<file path="src/rtl/ex_div_pkg.sv">
// Shared types and handshake constants for the execute-stage divider.
// The execute stage and stall controller use the same handshake constants.
package ex_div_pkg;

  localparam int unsigned DivWidth  = 32;
  localparam int unsigned CntWidth  = 6;
  localparam int unsigned RemWidth  = DivWidth + 1;
  localparam int unsigned WorkWidth = 2 * DivWidth + 1;

  typedef enum logic [1:0] {
    DivFree   = 2'b00,
    DivByZero = 2'b01,
    DivOn     = 2'b10,
    DivEnd    = 2'b11
  } div_state_e;

  localparam logic DivStart          = 1'b1;
  localparam logic DivStop           = 1'b0;
  localparam logic DivResultReady    = 1'b1;
  localparam logic DivResultNotReady = 1'b0;

  typedef struct packed {
    logic [DivWidth-1:0] rem;
    logic [DivWidth-1:0] quot;
  } div_result_t;

  // Two's-complement negate when neg is set, identity otherwise.
  function automatic logic [DivWidth-1:0] div_cond_neg(input logic [DivWidth-1:0] v,
                                                       input logic                neg);
    return neg ? (~v + DivWidth'(1)) : v;
  endfunction

endpackage

</file>
<file path="src/rtl/ex_div.sv">
// Radix-2 restoring divider for DIV/DIVU: one quotient bit per cycle,
// sign-magnitude handling around an unsigned core, flush abort via annul_i.
module ex_div
  import ex_div_pkg::*;
(
  input  logic                  clk,
  input  logic                  rst,
  input  logic                  signed_div_i,
  input  logic [DivWidth-1:0]   opdata1_i,
  input  logic [DivWidth-1:0]   opdata2_i,
  input  logic                  start_i,
  input  logic                  annul_i,
  output logic [2*DivWidth-1:0] result_o,
  output logic                  ready_o
);

  div_state_e            state_q, state_d;
  logic [CntWidth-1:0]   cnt_q, cnt_d;
  logic [WorkWidth-1:0]  work_q, work_d;
  logic [DivWidth-1:0]   divisor_q, divisor_d;
  logic                  neg_quot_q, neg_quot_d;
  logic                  neg_rem_q, neg_rem_d;
  div_result_t           result_q, result_d;
  logic                  ready_q, ready_d;

  logic                  accept_c;
  logic                  abort_c;
  logic                  divisor_zero_c;
  logic                  op1_neg_c;
  logic                  op2_neg_c;
  logic                  cnt_done_c;
  logic [RemWidth-1:0]   rem_shift_c;
  logic [RemWidth-1:0]   rem_sub_c;
  logic                  rem_ge_c;
  logic [WorkWidth-1:0]  step_c;
  div_result_t           fixed_c;

  assign accept_c       = (start_i == DivStart) && !annul_i;
  assign abort_c        = annul_i || (start_i == DivStop);
  assign divisor_zero_c = (opdata2_i == '0);
  assign op1_neg_c      = signed_div_i & opdata1_i[DivWidth-1];
  assign op2_neg_c      = signed_div_i & opdata2_i[DivWidth-1];
  assign cnt_done_c     = (cnt_q == CntWidth'(DivWidth));

  // Restoring step: shift {rem, dividend} left, subtract divisor when it fits.
  // A carry out of the shifted remainder also forces the subtract.
  assign rem_shift_c = work_q[WorkWidth-2:DivWidth-1];
  assign rem_ge_c    = work_q[WorkWidth-1] | (rem_shift_c >= {1'b0, divisor_q});
  assign rem_sub_c   = rem_shift_c - {1'b0, divisor_q};
  assign step_c      = rem_ge_c ? {rem_sub_c, work_q[DivWidth-2:0], 1'b1}
                                : {rem_shift_c, work_q[DivWidth-2:0], 1'b0};

  // Quotient sign follows operand sign mismatch; remainder follows dividend.
  assign fixed_c.quot = div_cond_neg(work_q[DivWidth-1:0], neg_quot_q);
  assign fixed_c.rem  = div_cond_neg(work_q[2*DivWidth-1:DivWidth], neg_rem_q);

  always_ff @(posedge clk) begin
    if (rst) begin
      state_q <= DivFree;
    end else begin
      state_q <= state_d;
    end
  end

  always_comb begin
    state_d = state_q;
    unique case (state_q)
      DivFree: begin
        if (accept_c) begin
          state_d = divisor_zero_c ? DivByZero : DivOn;
        end
      end
      DivByZero: state_d = annul_i ? DivFree : DivEnd;
      DivOn: begin
        if (abort_c) begin
          state_d = DivFree;
        end else if (cnt_done_c) begin
          state_d = DivEnd;
        end
      end
      DivEnd: begin
        if (abort_c) begin
          state_d = DivFree;
        end
      end
      default: state_d = DivFree;
    endcase
  end

  always_comb begin
    cnt_d      = cnt_q;
    work_d     = work_q;
    divisor_d  = divisor_q;
    neg_quot_d = neg_quot_q;
    neg_rem_d  = neg_rem_q;
    result_d   = result_q;
    ready_d    = ready_q;
    unique case (state_q)
      DivFree: begin
        result_d = '0;
        ready_d  = DivResultNotReady;
        if (accept_c && !divisor_zero_c) begin
          cnt_d      = '0;
          work_d     = {RemWidth'(0), div_cond_neg(opdata1_i, op1_neg_c)};
          divisor_d  = div_cond_neg(opdata2_i, op2_neg_c);
          neg_quot_d = op1_neg_c ^ op2_neg_c;
          neg_rem_d  = op1_neg_c;
        end
      end
      DivByZero: begin
        result_d = '0;
        ready_d  = annul_i ? DivResultNotReady : DivResultReady;
      end
      DivOn: begin
        if (abort_c) begin
          result_d = '0;
          ready_d  = DivResultNotReady;
        end else if (!cnt_done_c) begin
          work_d = step_c;
          cnt_d  = cnt_q + CntWidth'(1);
        end else begin
          result_d = fixed_c;
          ready_d  = DivResultReady;
        end
      end
      DivEnd: begin
        if (abort_c) begin
          result_d = '0;
          ready_d  = DivResultNotReady;
        end
      end
      default: begin
        result_d = '0;
        ready_d  = DivResultNotReady;
      end
    endcase
  end

  always_ff @(posedge clk) begin
    if (rst) begin
      cnt_q      <= '0;
      work_q     <= '0;
      divisor_q  <= '0;
      neg_quot_q <= 1'b0;
      neg_rem_q  <= 1'b0;
      result_q   <= '0;
      ready_q    <= DivResultNotReady;
    end else begin
      cnt_q      <= cnt_d;
      work_q     <= work_d;
      divisor_q  <= divisor_d;
      neg_quot_q <= neg_quot_d;
      neg_rem_q  <= neg_rem_d;
      result_q   <= result_d;
      ready_q    <= ready_d;
    end
  end

  assign result_o = result_q;
  assign ready_o  = ready_q;

endmodule

</file>
<file path="config.mk">
export PLATFORM = sky130hd
export DESIGN_NAME = ex_div
export DESIGN_NICKNAME = d
export VERILOG_FILES = /design/src/rtl/ex_div_pkg.sv /design/src/rtl/ex_div.sv
export SDC_FILE = /design/constraint.sdc
export NUM_CORES = 1
export LEC_CHECK = 0
export CORE_UTILIZATION = 35
export DETAILED_ROUTE_END_ITERATION = 8
export PLACE_DENSITY = 0.59
export SYNTH_ARGS = -nofsm -noshare
export SYNTH_HDL_FRONTEND = slang
export SYNTH_SLANG_ARGS = --single-unit
</file>
<file path="constraint.sdc">
create_clock -name clk -period 5.25 [get_ports clk]
set_input_delay 1.575 -clock clk [delete_from_list [all_inputs] [get_ports clk]]
set_output_delay 1.575 -clock clk [all_outputs]
set_load 0.01 [all_outputs]
</file>
### After elaboration in Yosys (flattened, before gate mapping)

Index checks and enable logic that the tools add are counted.

* register bits: 172
* input port bits: 69
* output and inout bits: 65
* logic and storage cells: 77

* add/subtract/negate cells: 6
* order comparisons: 1
* equality and inequality tests: 10
* muxes and demuxes: 29
* bitwise logic cells: 9
* reduce and logical (&&, ||, !) cells: 13

Operators with widths (count)
* $mux 65: 4
* $mux 64: 3
* $pmux 64 s3: 1
* $pmux 65 s2: 1
* $add 32x1->32 const B: 4
* $mux 32: 4
* $not 32->32: 4
* $ge 33x32->1: 1
* $sub 33x32->33: 1
* $logic_not 32->1: 1
* $mux 6: 3
* $mux 2: 6
* $pmux 6 s2: 1
* $ne 2x2->1 const B: 5
* $pmux 2 s4: 1
* $add 6x1->6 const B: 1
* $eq 6x6->1 const B: 1
* $eq 2x2->1 const B: 2
* $mux 1: 4
* $pmux 1 s4: 1
* $reduce_and 2->1: 2
* $reduce_and 4->1: 1
* $ne 3x3->1 const B: 1
* $reduce_and 3->1: 1
* 11 further kinds: 14

### Depth between registers and ports, before layout

Gate-level depths: netlist (run 1).

* word-level depth: 6
* gate-level depth with buffers: 13
* gate-level depth less buffers: 13

### Least setup slack after synthesis (run 1)

No wires, ideal clock.

* path type: in2reg
* from: input port opdata2_i[0]
* to: register divisor_q[29]
* setup time: 0.086 ns
* data arrival time: 3.821 ns
* required time: 5.164 ns
* path slack: 1.343 ns
* cell stages on the path: 9
* buffers on the path: 0
* path through: or4_1 or4_4 or4_4 nor2_4 nand2_2 nor3_1 a21oi_1 xnor2_1 a211oi_1

* cells in the longest elaborated chain, start to end: 4
* elaborated cells on any way between the ends: 7
* classes of those cells: add/sub (1); mux (1); bitwise (1); reduce/logical (4)

Ends and longest elaborated chain
* start, declared: line ex_div.sv:10 `input logic [DivWidth-1:0] opdata2_i,`
* branches (longest 4 deep; another with $add 32x1->32)
* end signal, assigned: line ex_div.sv:151 `divisor_q <= divisor_d;`
* end, declared: line ex_div.sv:20 `logic [DivWidth-1:0] divisor_q, divisor_d;`

Several ways; the timed one is not identified.
A chain may end at the register's enable or synchronous reset.

### Worst setup path in the final report (run 1)

* from: input port opdata2_i[0]
* to: register work_q[53]

* cells in the longest elaborated chain, start to end: 5

Ends and longest elaborated chain
* $logic_not 32->1: line ex_div.sv:40 `assign divisor_zero_c = (opdata2_i == '0);`
* $logic_not 1->1: line ex_div.sv:102 `if (accept_c && !divisor_zero_c) begin`
* $logic_and 1x1->1: line ex_div.sv:102
* $ne 2x2->1 (no line)
* $reduce_and 4->1 (no line)
* end signal, assigned: line ex_div.sv:150 `work_q <= work_d;`
* end, declared: line ex_div.sv:19 `logic [WorkWidth-1:0] work_q, work_d;`

No other way between the ends.

==> impl_metrics.tcl, run 1 <==
set metrics [dict create \
    status "finished clean" \
    cp_max_fo 40 \
    cts_htree_levels 4 \
    reg2reg_depth 13 \
    clock.fmax_mhz 221 \
    areaGrowthSynthToFinish_pct 20.8 \
    power_density_nw_per_um2 323 \
    cellLeakagePower_nw 4.96 \
    drt_iter0_markers 683 \
    final_cells 1918 \
    detail-route-antenna-nets 0 \
    rsz0062_at_grt "false" \
    ys_types 70 \
    crit_path_end_kind "register" \
    antenna_found_initial 0 \
    wire_per_inst_um 16.2 \
    ir_drop_v 0.000259 \
    drt_wl_total_mm 31.1 \
    setup_viol 0 \
    diodes 0 \
    syn_area_um2 11000 \
    synth_seq_cells 172 \
    whs_ns 0.461 \
    cts_buffer_depth 2 \
    critical_path_class "input pin to register" \
    r2r-start "work_q[31]" \
    cts-resized-gates 0 \
    grt_max_degree 73 \
    dpl.cell_count 1886 \
    tns_ns 0 \
    maxSlewViolCount 0 \
    die_h_um 179 \
    cts_root_buf "clkbuf_16" \
    grt_pass1_wl_mm 49.5 \
    fin_crit_ns 4.53 \
    path_cells "clkdlybuf4s50_1 -> inv_1 -> ha_1 -> or4b_2 -> nor3_1 -> nand4_1 -> nor3_2 -> nand2_1 -> and2_4 -> nor2_2 -> buf_12 -> a22oi_1 -> o21ai_0" \
    crit_end "work_q[53]" \
    postSynthCellCount 1421 \
    design_area_um2 13200 \
    cp-start-kind "input pin" \
    yosysWarnings 0 \
    port_buffers 133 \
    top_layer "met4" \
    layout_commonest_cell "nand2_1" \
    min_period_over_period_pct 86.3 \
    maxSlewHeadroom_pct 25.6 \
    rrSetupSlack_ns 1.52 \
    wl_met3_mm 1.44 \
    core_um2 30700 \
    wl_met2_mm 12.6 \
    clock-sinks 172 \
    skew_ns 0.0111 \
    fp-row-count 64 \
    clock_latency_ns 0.44 \
    postCtsHoldBufs 0 \
    dpl_cell_area_um2 12600 \
    dr.pass1.iters 5 \
    synth_ff_type "dfxtp_1" \
    worst_pin_slew_ns 1.11 \
    syn_nets 1533 \
    drive_gt1_share_pct 5.12 \
    initial_core_util_pct 35.7 \
    post_cts_buffers 0 \
    die_w_um 179 \
    grt_usage_pct 19.6 \
    synth-edff-count 0 \
    reg2reg_to "work_q[64]" \
    grt_pass1_vias 9138 \
    io_pins 134 \
    cp_slowest_cell "or4b_2" \
    num_vias 10200 \
    cts_tree "done" \
    slowest_delay_ns 0.62 \
    layout.nets 1621 \
    numCtsBuffers 17 \
    drc_errors 0 \
    hold_start "divisor_q[31]" \
    grt_overflow 0 \
    cp-startpoint "opdata2_i[0]" \
    layout_common_cells "nand2_1 (182), dfxtp_1 (172), nor2_1 (157)" \
    synthArstFlopShare_pct 0 \
    seq_area_frac_synth_pct 31.4 \
    die-area_um2 32000 \
    gp_congestion 0.895 \
    final_hold_viol_count 0 \
    hp-class "register to register" \
    viasPerCell 5.32 \
    clkTransAtPathRegs_ns 0.07 \
    maxCapViolCount 0 \
    met1_length_mm 16.7 \
    synth_area_per_cell_um2 7.71 \
    total_power_w 0.00428 \
    critical_path_arrival_ns 4.89 \
    required_ns 5.61 \
    place_hpwl_mm 23.7 \
]
[how the worst min path moves through the flow]
| stage | to | slack, ns | cells after the start |
|---|---|---|---|
| 6_report | divisor_q[31] | 0.46 | 2 |
| 5_1_grt | divisor_q[31] | 0.49 | 2 |
| 4_1_cts | work_q[64] | 0.46 | 2 |
| 3_5_place_dp | work_q[64] | 0.44 | 2 |
| 3_3_place_gp | work_q[64] | 0.44 | 2 |
| 2_1_floorplan | work_q[64] | 0.42 | 2 |
[synthesized netlist by cell type, types with 8 or more instances]
| cell type | instances | area (um^2) |
|---|---|---|
| o41ai_1 | 17 | 149 |
| buf_2 | 11 | 55.1 |
| xor2_1 | 39 | 342 |
| nor4_1 | 16 | 100 |
| mux2i_1 | 9 | 90.1 |
| a211oi_1 | 39 | 293 |
| a21oi_1 | 88 | 440 |
| and2_1 | 8 | 50.1 |
| clkbuf_1 | 65 | 244 |
| a21o_1 | 18 | 135 |
| nand2_1 | 182 | 683 |
| ha_1 | 42 | 526 |
| or3_1 | 11 | 68.8 |
| nor3_1 | 23 | 115 |
| o21ai_0 | 111 | 556 |
| nand2b_1 | 11 | 68.8 |
| nand3_1 | 27 | 135 |
| or4_1 | 17 | 128 |
| o31ai_1 | 28 | 210 |
| xnor2_1 | 111 | 972 |
| a22o_1 | 24 | 210 |
| dfxtp_1 | 172 | 3440 |
| a32oi_1 | 10 | 87.6 |
| nor2_1 | 159 | 597 |
| inv_1 | 56 | 210 |
| a22oi_1 | 43 | 323 |
[power by group]
group	internal [W]	switching [W]
logic	0.000582	0.000928
clock network	0.000649	0.000620
registers	0.00140	0.000106
[critical path: cells and delay by family]
| kind | cells | cell delay (ns) |
|---|---|---|
| simple gates | 7 | 2.16 |
| buf+inv | 3 | 0.73 |
| fa+ha+maj | 1 | 0.18 |
| compound gates | 2 | 0.21 |
[per-stage QoR]
step                      util [%]  setup slack [ns]
after floorplan                  -              1.34
final                         43.2             0.722
after CTS                     43.2             0.699
after detailed placement      41.2             0.239
after global placement        41.2             0.298
after global routing          43.2             0.395
[per-layer routing]
layer  global-route usage [%]  vias to the layer above
met2                     26.9                      237
li1                         -                     5239
met3                     3.14                       19
met1                     30.6                     4702
met4                     5.69                        0
met5                        0                        -
[kinds of logic after synthesis]
group	share of synthesized area, %
and+or+nand+nor	20.5
xor gates and xnor gates	12.0
muxes	0.822
DFF	31.4
buffers and inverters	5.09
adders and majority gates	4.98
AOI/OAI and AO/OA	25.2
[area by class of cell]
class | count | area, um^2
Clock buffer | 18 | 439
Clock inverter | 14 | 150
Fill cell | 3087 | 17400
Inverter | 56 | 210
Multi-Input combinational cell | 1110 | 6990
Sequential cell | 172 | 3440
Tap cell | 396 | 495
Timing Repair Buffer | 152 | 1510
[registers in the layout, indices dropped and copies added (netlist names)]
| signal | count |
|---|---|
| cnt_q | 6 |
| ready_o | 1 |
| neg_rem_q | 1 |
| neg_quot_q | 1 |
| state_q | 2 |
| work_q | 65 |
| result_o | 64 |
| divisor_q | 32 |
Power figures use the tool's default switching activity.
==> inputs of run 2 (changes only) <==
- CTS_CLUSTER_SIZE: not set -> 16
==> results of run 2 <==
Final layout, timing and power as in run 1 (identical DEF).
==> inputs of run 3 (changes only) <==
- CTS_CLUSTER_DIAMETER: not set -> 40
- SLEW_MARGIN: not set -> 20
==> results of run 3 <==
Final layout, timing and power as in run 1 (identical DEF).
